[config.mk]
export PLATFORM = sky130hd
export DESIGN_NAME = multdiv_ctrl
export DESIGN_NICKNAME = d
export VERILOG_FILES = /design/src/rtl/multdiv_ctrl.sv
export SDC_FILE = /design/constraint.sdc
export NUM_CORES = 1
export LEC_CHECK = 0
export CAP_MARGIN = 10
export CELL_PAD_IN_SITES_DETAIL_PLACEMENT = 1
export CELL_PAD_IN_SITES_GLOBAL_PLACEMENT = 2
export CORE_MARGIN = 10
export CORE_UTILIZATION = 34
export DETAILED_ROUTE_END_ITERATION = 8
export DONT_BUFFER_PORTS = 1
export PLACE_DENSITY_LB_ADDON = 0.1
export SYNTH_ARGS = -nofsm -noshare
export SYNTH_HDL_FRONTEND = slang
export SYNTH_SLANG_ARGS = --single-unit
[constraint.sdc]
create_clock -name clock -period 1.5 [get_ports clock]
set_input_delay 0.3 -clock clock [delete_from_list [all_inputs] [get_ports clock]]
set_output_delay 0.3 -clock clock [all_outputs]
set_load 0.01 [all_outputs]
[src/rtl/multdiv_ctrl.sv]
// rtl/multdiv_ctrl.sv - issue/stall/writeback sequencer for an external multiply/divide unit
//
// Detects a mul/div instruction in decode, stalls the front end while the
// multdiv unit works, and retires the result (or an exception status write
// to r30) with a one-cycle register-file write.
//
// Optional feature: define MULTDIV_TIMEOUT_EN to compile in a BUSY-cycle
// watchdog that aborts after TIMEOUT_CYCLES cycles with exc_code 6.
//
// Ports:
//   clock           in   single clock, rising-edge
//   reset           in   asynchronous, active-high
//   opcode[4:0]     in   opcode of the instruction in decode
//   alu_op[4:0]     in   ALU op field of the instruction in decode
//   rd[4:0]         in   destination register of the instruction in decode
//   data_resultRDY  in   one-cycle result-valid pulse from the multdiv unit
//   data_exception  in   multdiv exception, qualified by data_resultRDY
//   ctrl_MULT       out  one-cycle multiply start pulse
//   ctrl_DIV        out  one-cycle divide start pulse
//   stall           out  freezes PC and fetch/decode
//   wb_en           out  one-cycle register-file write enable
//   wb_rd[4:0]      out  destination register of the wb_en write
//   wb_exc          out  write {29'b0, exc_code} to r30 instead of the result
//   exc_code[2:0]   out  4 = mul overflow, 5 = div exception, 6 = timeout

module multdiv_ctrl #(
  parameter int TIMEOUT_CYCLES = 64
) (
  input  logic       clock,
  input  logic       reset,
  input  logic [4:0] opcode,
  input  logic [4:0] alu_op,
  input  logic [4:0] rd,
  input  logic       data_resultRDY,
  input  logic       data_exception,
  output logic       ctrl_MULT,
  output logic       ctrl_DIV,
  output logic       stall,
  output logic       wb_en,
  output logic [4:0] wb_rd,
  output logic       wb_exc,
  output logic [2:0] exc_code
);

  typedef enum logic [1:0] {
    IDLE  = 2'd0,
    START = 2'd1,
    BUSY  = 2'd2,
    WB    = 2'd3
  } state_t;

  localparam logic [4:0] OP_RTYPE = 5'b00000;
  localparam logic [4:0] ALU_MUL  = 5'b00110;
  localparam logic [4:0] ALU_DIV  = 5'b00111;
  localparam logic [4:0] EXC_REG  = 5'd30;

  state_t     state;
  logic [4:0] rd_lat;    // destination captured at issue
  logic       is_div;    // op type captured at issue
  logic       exc_flag;  // retire as a status write to r30
  logic       is_md;

  assign is_md = (opcode == OP_RTYPE) && ((alu_op == ALU_MUL) || (alu_op == ALU_DIV));

`ifdef MULTDIV_TIMEOUT_EN
  // Counter holds the number of BUSY cycles already elapsed, so the limit is
  // hit on the TIMEOUT_CYCLES-th BUSY cycle when it reads TIMEOUT_CYCLES-1.
  localparam int CW = (TIMEOUT_CYCLES < 2) ? 1 : $clog2(TIMEOUT_CYCLES);
  logic [CW-1:0] busy_cnt;
  logic          timeout_hit;
  assign timeout_hit = (busy_cnt == CW'(TIMEOUT_CYCLES - 1));
`endif

  // Stall is the only output that looks at the decode inputs directly: the
  // front end must freeze in the same cycle the mul/div is first seen.
  // Gating with reset keeps it low while reset is held even with is_md=1.
  assign stall = ~reset & (((state == IDLE) & is_md) | (state == START) | (state == BUSY));

  // The remaining outputs are decoded from flops only, so they are glitch
  // free and fall to 0 as soon as the asynchronous reset forces IDLE.
  assign ctrl_MULT = (state == START) & ~is_div;
  assign ctrl_DIV  = (state == START) &  is_div;
  assign wb_en     = (state == WB) & (exc_flag | (rd_lat != 5'd0));
  assign wb_rd     = (state == WB) ? (exc_flag ? EXC_REG : rd_lat) : 5'd0;
  assign wb_exc    = (state == WB) & exc_flag;

  always_ff @(posedge clock or posedge reset) begin
    if (reset) begin
      state    <= IDLE;
      rd_lat   <= 5'd0;
      is_div   <= 1'b0;
      exc_flag <= 1'b0;
      exc_code <= 3'd0;
`ifdef MULTDIV_TIMEOUT_EN
      busy_cnt <= '0;
`endif
    end else begin
      case (state)
        IDLE: begin
          if (is_md) begin
            state  <= START;
            rd_lat <= rd;
            is_div <= (alu_op == ALU_DIV);
          end
        end

        START: begin
          state <= BUSY;
`ifdef MULTDIV_TIMEOUT_EN
          busy_cnt <= '0;
`endif
        end

        BUSY: begin
          // A result arriving on the limit cycle wins over the watchdog.
          if (data_resultRDY) begin
            state    <= WB;
            exc_flag <= data_exception;
            if (data_exception) begin
              exc_code <= is_div ? 3'd5 : 3'd4;
            end
`ifdef MULTDIV_TIMEOUT_EN
          end else if (timeout_hit) begin
            state    <= WB;
            exc_flag <= 1'b1;
            exc_code <= 3'd6;
          end else begin
            busy_cnt <= busy_cnt + CW'(1);
`endif
          end
        end

        WB: begin
          // Unconditional: the retiring instruction is still in decode this
          // cycle and must not be issued a second time.
          state <= IDLE;
        end

        default: state <= IDLE;
      endcase
    end
  end

endmodule

Word-level counts from Yosys, hierarchy flattened
Index checks and enable logic that the tools add are counted.

Flip-flop bits (word level): 12. Output and inout port bits: 13.

Equal/unequal tests: 7. Mux-type cells: 6. Bitwise logic cells: 11. Reduce and logical (&&, ||, !) cells: 9.

Operators by type and width (number): == test 5 x 3 -> 1 bit, second input constant (2); 2-to-1 mux 5 bit (2); case mux 2 bit (4 select lines) (1); AND 1 bit (6); AND reduction 2 bit (3); logical NOT 5 bit (1); nonzero test 5 bit (1); == test 2 bit, second input constant (2); 2-to-1 mux 2 bit (2); inequality test 2 bit, second input constant (2); OR 1 bit (3); AND reduction 3 bit (1); == test 2 x 1 -> 1 bit, second input constant (1); logical NOT 2 bit (1); NOT 1 bit (2); logical AND 1 bit (1); logical OR 1 bit (1); 2-to-1 mux 1 bit (1).

Logic depth before layout (Yosys ltp)
Depth in word-level cells: 7. Depth in mapped cells: 5.

Least setup slack after synthesis
OpenSTA, ideal clock, no wires.

Kind: register -> output. From: register state[1]. To: output stall. Data arrival time: 1.135 ns. Required time: 1.200 ns. Path slack: 0.065 ns. Stages on the path, launching flop included: 5. Cells stage by stage: dfrtp_1 -> inv_1 -> ha_1 -> nand4_4 -> a21oi_1.

Word-level cells in the longest chain between the ends: 5. Elaborated cells on any way between the ends: 7. Classes of those cells: eq/ne (2); bitwise (4); reduce/logical (1).

RTL lines: from (decl) (line 57) `state_t state;`; from (signal assigned) (line 89) `state <= IDLE;`; from (signal assigned) (line 101) `state <= START;`; from (signal assigned) (line 108) `state <= BUSY;`; logical NOT 2 bit (line 77) `assign stall = ~reset & (((state == IDLE) & is_md) | (state == START) | (state == BUSY));`; AND 1 bit (line 77); OR 1 bit (line 77); OR 1 bit * (line 77); AND 1 bit * (line 77); to (decl) (line 38) `output logic stall,`.

Mark *: on every way between the ends. The rest lies on a longest branch, timed or not.

Final worst setup path
Ends and elaborated chain as after synthesis.

==> results.sh <==
export IMPL_final_common_cell="dfrtp_1"
export IMPL_syn_area_sq_um=659.4
export IMPL_ys_types=25
export IMPL_fill_cells=190
export IMPL_required_ns=1.20
export IMPL_path_max_fanout=3
export IMPL_cp_start_kind="flop"
export IMPL_grt_ovfl_total=0
export IMPL_vdd_drop_max_mv=0.7189
export IMPL_clkTransAtPathRegs_ns=0.07
export IMPL_seqCellArea_sq_um=277.8
export IMPL_initial_core_util_pct=36.98
export IMPL_dieArea_sq_um=4101
export IMPL_yosysWarnings=0
export IMPL_synth_top_area_cell="dfrtp_1"
export IMPL_p_leak_nw=0.4157
export IMPL_io_pins=32
export IMPL_via_count=530
export IMPL_endpoint_kind="output port"
export IMPL_final_util_pct=51.93
export IMPL_routed_via_density=5.354
export IMPL_status="finished with violations"
export IMPL_grt_usage_pct=8.914
export IMPL_rsz0062_at_grt="yes"
export IMPL_synthCells=60
export IMPL_grt_pass1_vias=552
export IMPL_use_met1_pct=11.47
export IMPL_fin_nets=98
export IMPL_clkSinkCount=11
export IMPL_cts_inserted_buffers=3
export IMPL_rows=15
export IMPL_timing_final_crit_share_pct=102.4
export IMPL_cts_buffer_depth=2
export IMPL_synth_area_leaders="dfrtp_1 (42%), mux2_2 (12%), ha_1 (7.6%)"
export IMPL_min_period_ns=1.535
export IMPL_fin_worst_skew_ns=0.001332
export IMPL_total_power_mw=1.497
export IMPL_finalMaxSlewViolations=0
export IMPL_drc=0
export IMPL_insertion_delay_ns=0.26
export IMPL_multi_input_area_sq_um=473.0
export IMPL_drive_gt1_share_pct=54.05
export IMPL_wire_per_inst_microns=18.16
export IMPL_die_h_microns=64.04
export IMPL_htreeDepth=1
export IMPL_fmax_mhz=651.3
export IMPL_core_region_area_sq_um=1783
export IMPL_drt_wl_total_mm=1.798
export IMPL_arrival_ns=1.24
export IMPL_grt_max_degree=12
export IMPL_cap_violations=0
export IMPL_setup_ws_ns=-0.03540
export IMPL_layout_common_cells="dfrtp_1 (9), mux2_2 (7), buf_4 (7)"
export IMPL_violations="setup timing"
export IMPL_ys_seq_area_share_pct=41.75
export IMPL_synth_top_area_share_pct=41.75
export IMPL_hold_viol_final=0
export IMPL_port_buffers=0
export IMPL_crit_type="flop to output port"
export IMPL_grtUsageMet2_pct=11.44
export IMPL_root_buffer="clkbuf_4"
export IMPL_cts_tree="built"
export IMPL_postRouteAntennaNets=0
export IMPL_antenna_found_initial=0
export IMPL_ys_seq_elements=11
export IMPL_avgSynthCellArea_sq_um=10.99
export IMPL_diodes=0
export IMPL_die_w_microns=64.04
export IMPL_syn_to_final_growth_pct=40.42
export IMPL_dp_hpwl_mm=1.387
export IMPL_gr_usage_met3_pct=6.272
export IMPL_setup_viol=1
export IMPL_top_usage_layer="met1"
export IMPL_gp_congestion=0.7224
export IMPL_drt_pass1_iter_count=4
export IMPL_initialDrtViolationCount=17
export IMPL_syn_num_nets=83
export IMPL_hold_class="input pin to flop"
export IMPL_grt_first_pass_wirelength_mm=2.863
export IMPL_power_density_nw_per_um2=1616
what timing repair did:
action	CTS	global route
hold buffers	1	0
endpoints found under the hold margin	11	0
buffers inserted	3	1
resized for setup	19	9
setup endpoints to repair	11	11
pin swaps	4	4
per-layer routing:
metal | vias to the layer above | wire length [microns]
met3 | 0 | 239
met1 | 255 | 780
li1 | 243 | -
met4 | 0 | 0
met2 | 32 | 777
met5 | - | 0
cell families after synthesis:
logic type	after synthesis	share of synthesized area, %
multiplexers	7	11.96
adder cells (fa/ha/maj)	4	7.590
buffers and inverters	5	3.415
flip-flops	11	41.75
AND/OR/NAND/NOR	20	20.68
other	1	0.5687
AO/OA/AOI/OAI	12	14.04
power breakdown:
group	switching, mW	internal, mW
registers	0.0889	0.355
clock network	0.0951	0.0986
logic	0.411	0.447
metrics by stage:
step | worst slack [ns] | cells | hold WS, ns | setup TNS [ns] | instance area (sq um)
2_1_floorplan | 0.06540 | 60 | 0.1524 | 0 | 659.4
3_3_place_gp | -0.008913 | 90 | 0.2078 | -0.008913 | 728.2
3_5_place_dp | -0.05230 | 90 | 0.2082 | -0.05230 | 728.2
4_1_cts | -0.08422 | 98 | 0.1687 | -0.1503 | 879.6
5_1_grt | -0.1144 | 99 | 0.1605 | -0.5793 | 925.9
6_report | -0.03540 | 99 | 0.1791 | -0.03540 | 925.9
synthesized netlist by cell type:
library cell	number
a211o_1	1
a21oi_1	1
a311oi_1	1
a31oi_1	1
and2_1	2
and3b_1	2
and4bb_2	1
buf_4	1
conb_1	1
dfrtp_1	11
ha_1	4
inv_1	4
mux2_2	7
nand2_1	4
nand2b_1	3
nand3_1	3
nand4_4	1
nor2_1	2
nor2b_1	1
nor3_2	1
o211ai_1	1
o21a_1	4
o22ai_1	1
o311a_2	1
o41ai_1	1
final timing paths:
check | from | slack, ns | endpoint | cells after the start
worst max register to register | state[1]$_DFFE_PP0P_ | 0 | rd_lat[3]$_DFFE_PP0P_ | 6
worst min register to register | rd_lat[4]$_DFFE_PP0P_ | 0.53 | rd_lat[4]$_DFFE_PP0P_ | 1
max in group asynchronous | reset | 0.73 | state[0]$_DFFE_PP0P_ | 2
worst min-delay path | rd[2] | 0.18 | rd_lat[2]$_DFFE_PP0P_ | 1
worst max-delay path | state[1]$_DFFE_PP0P_ | -0.04 | stall | 4
min in group asynchronous | reset | 0.46 | is_div$_DFFE_PP0P_ | 2
layout make-up:
cell class	count	share of cell area [%]
timing repair buffer	11	10.41
clock inverter	1	0.5405
tap	25	3.378
sequential	11	30.00
clock buffer	3	2.432
inverter	4	2.162
multi-input combinational	44	51.08
sequential cells by signal, indices dropped and copies added (netlist names):
name,count
exc_code,2
is_div,1
rd_lat,5
exc_flag,1
state,2
worst max-delay path, stage by stage, from the launching register on:
cell and delay [ns]:
dfrtp_2 0.45, inv_4 0.10, ha_4 0.15, nand4_4 0.09, a21oi_4 0.17
(Power assumes the default switching activity.)
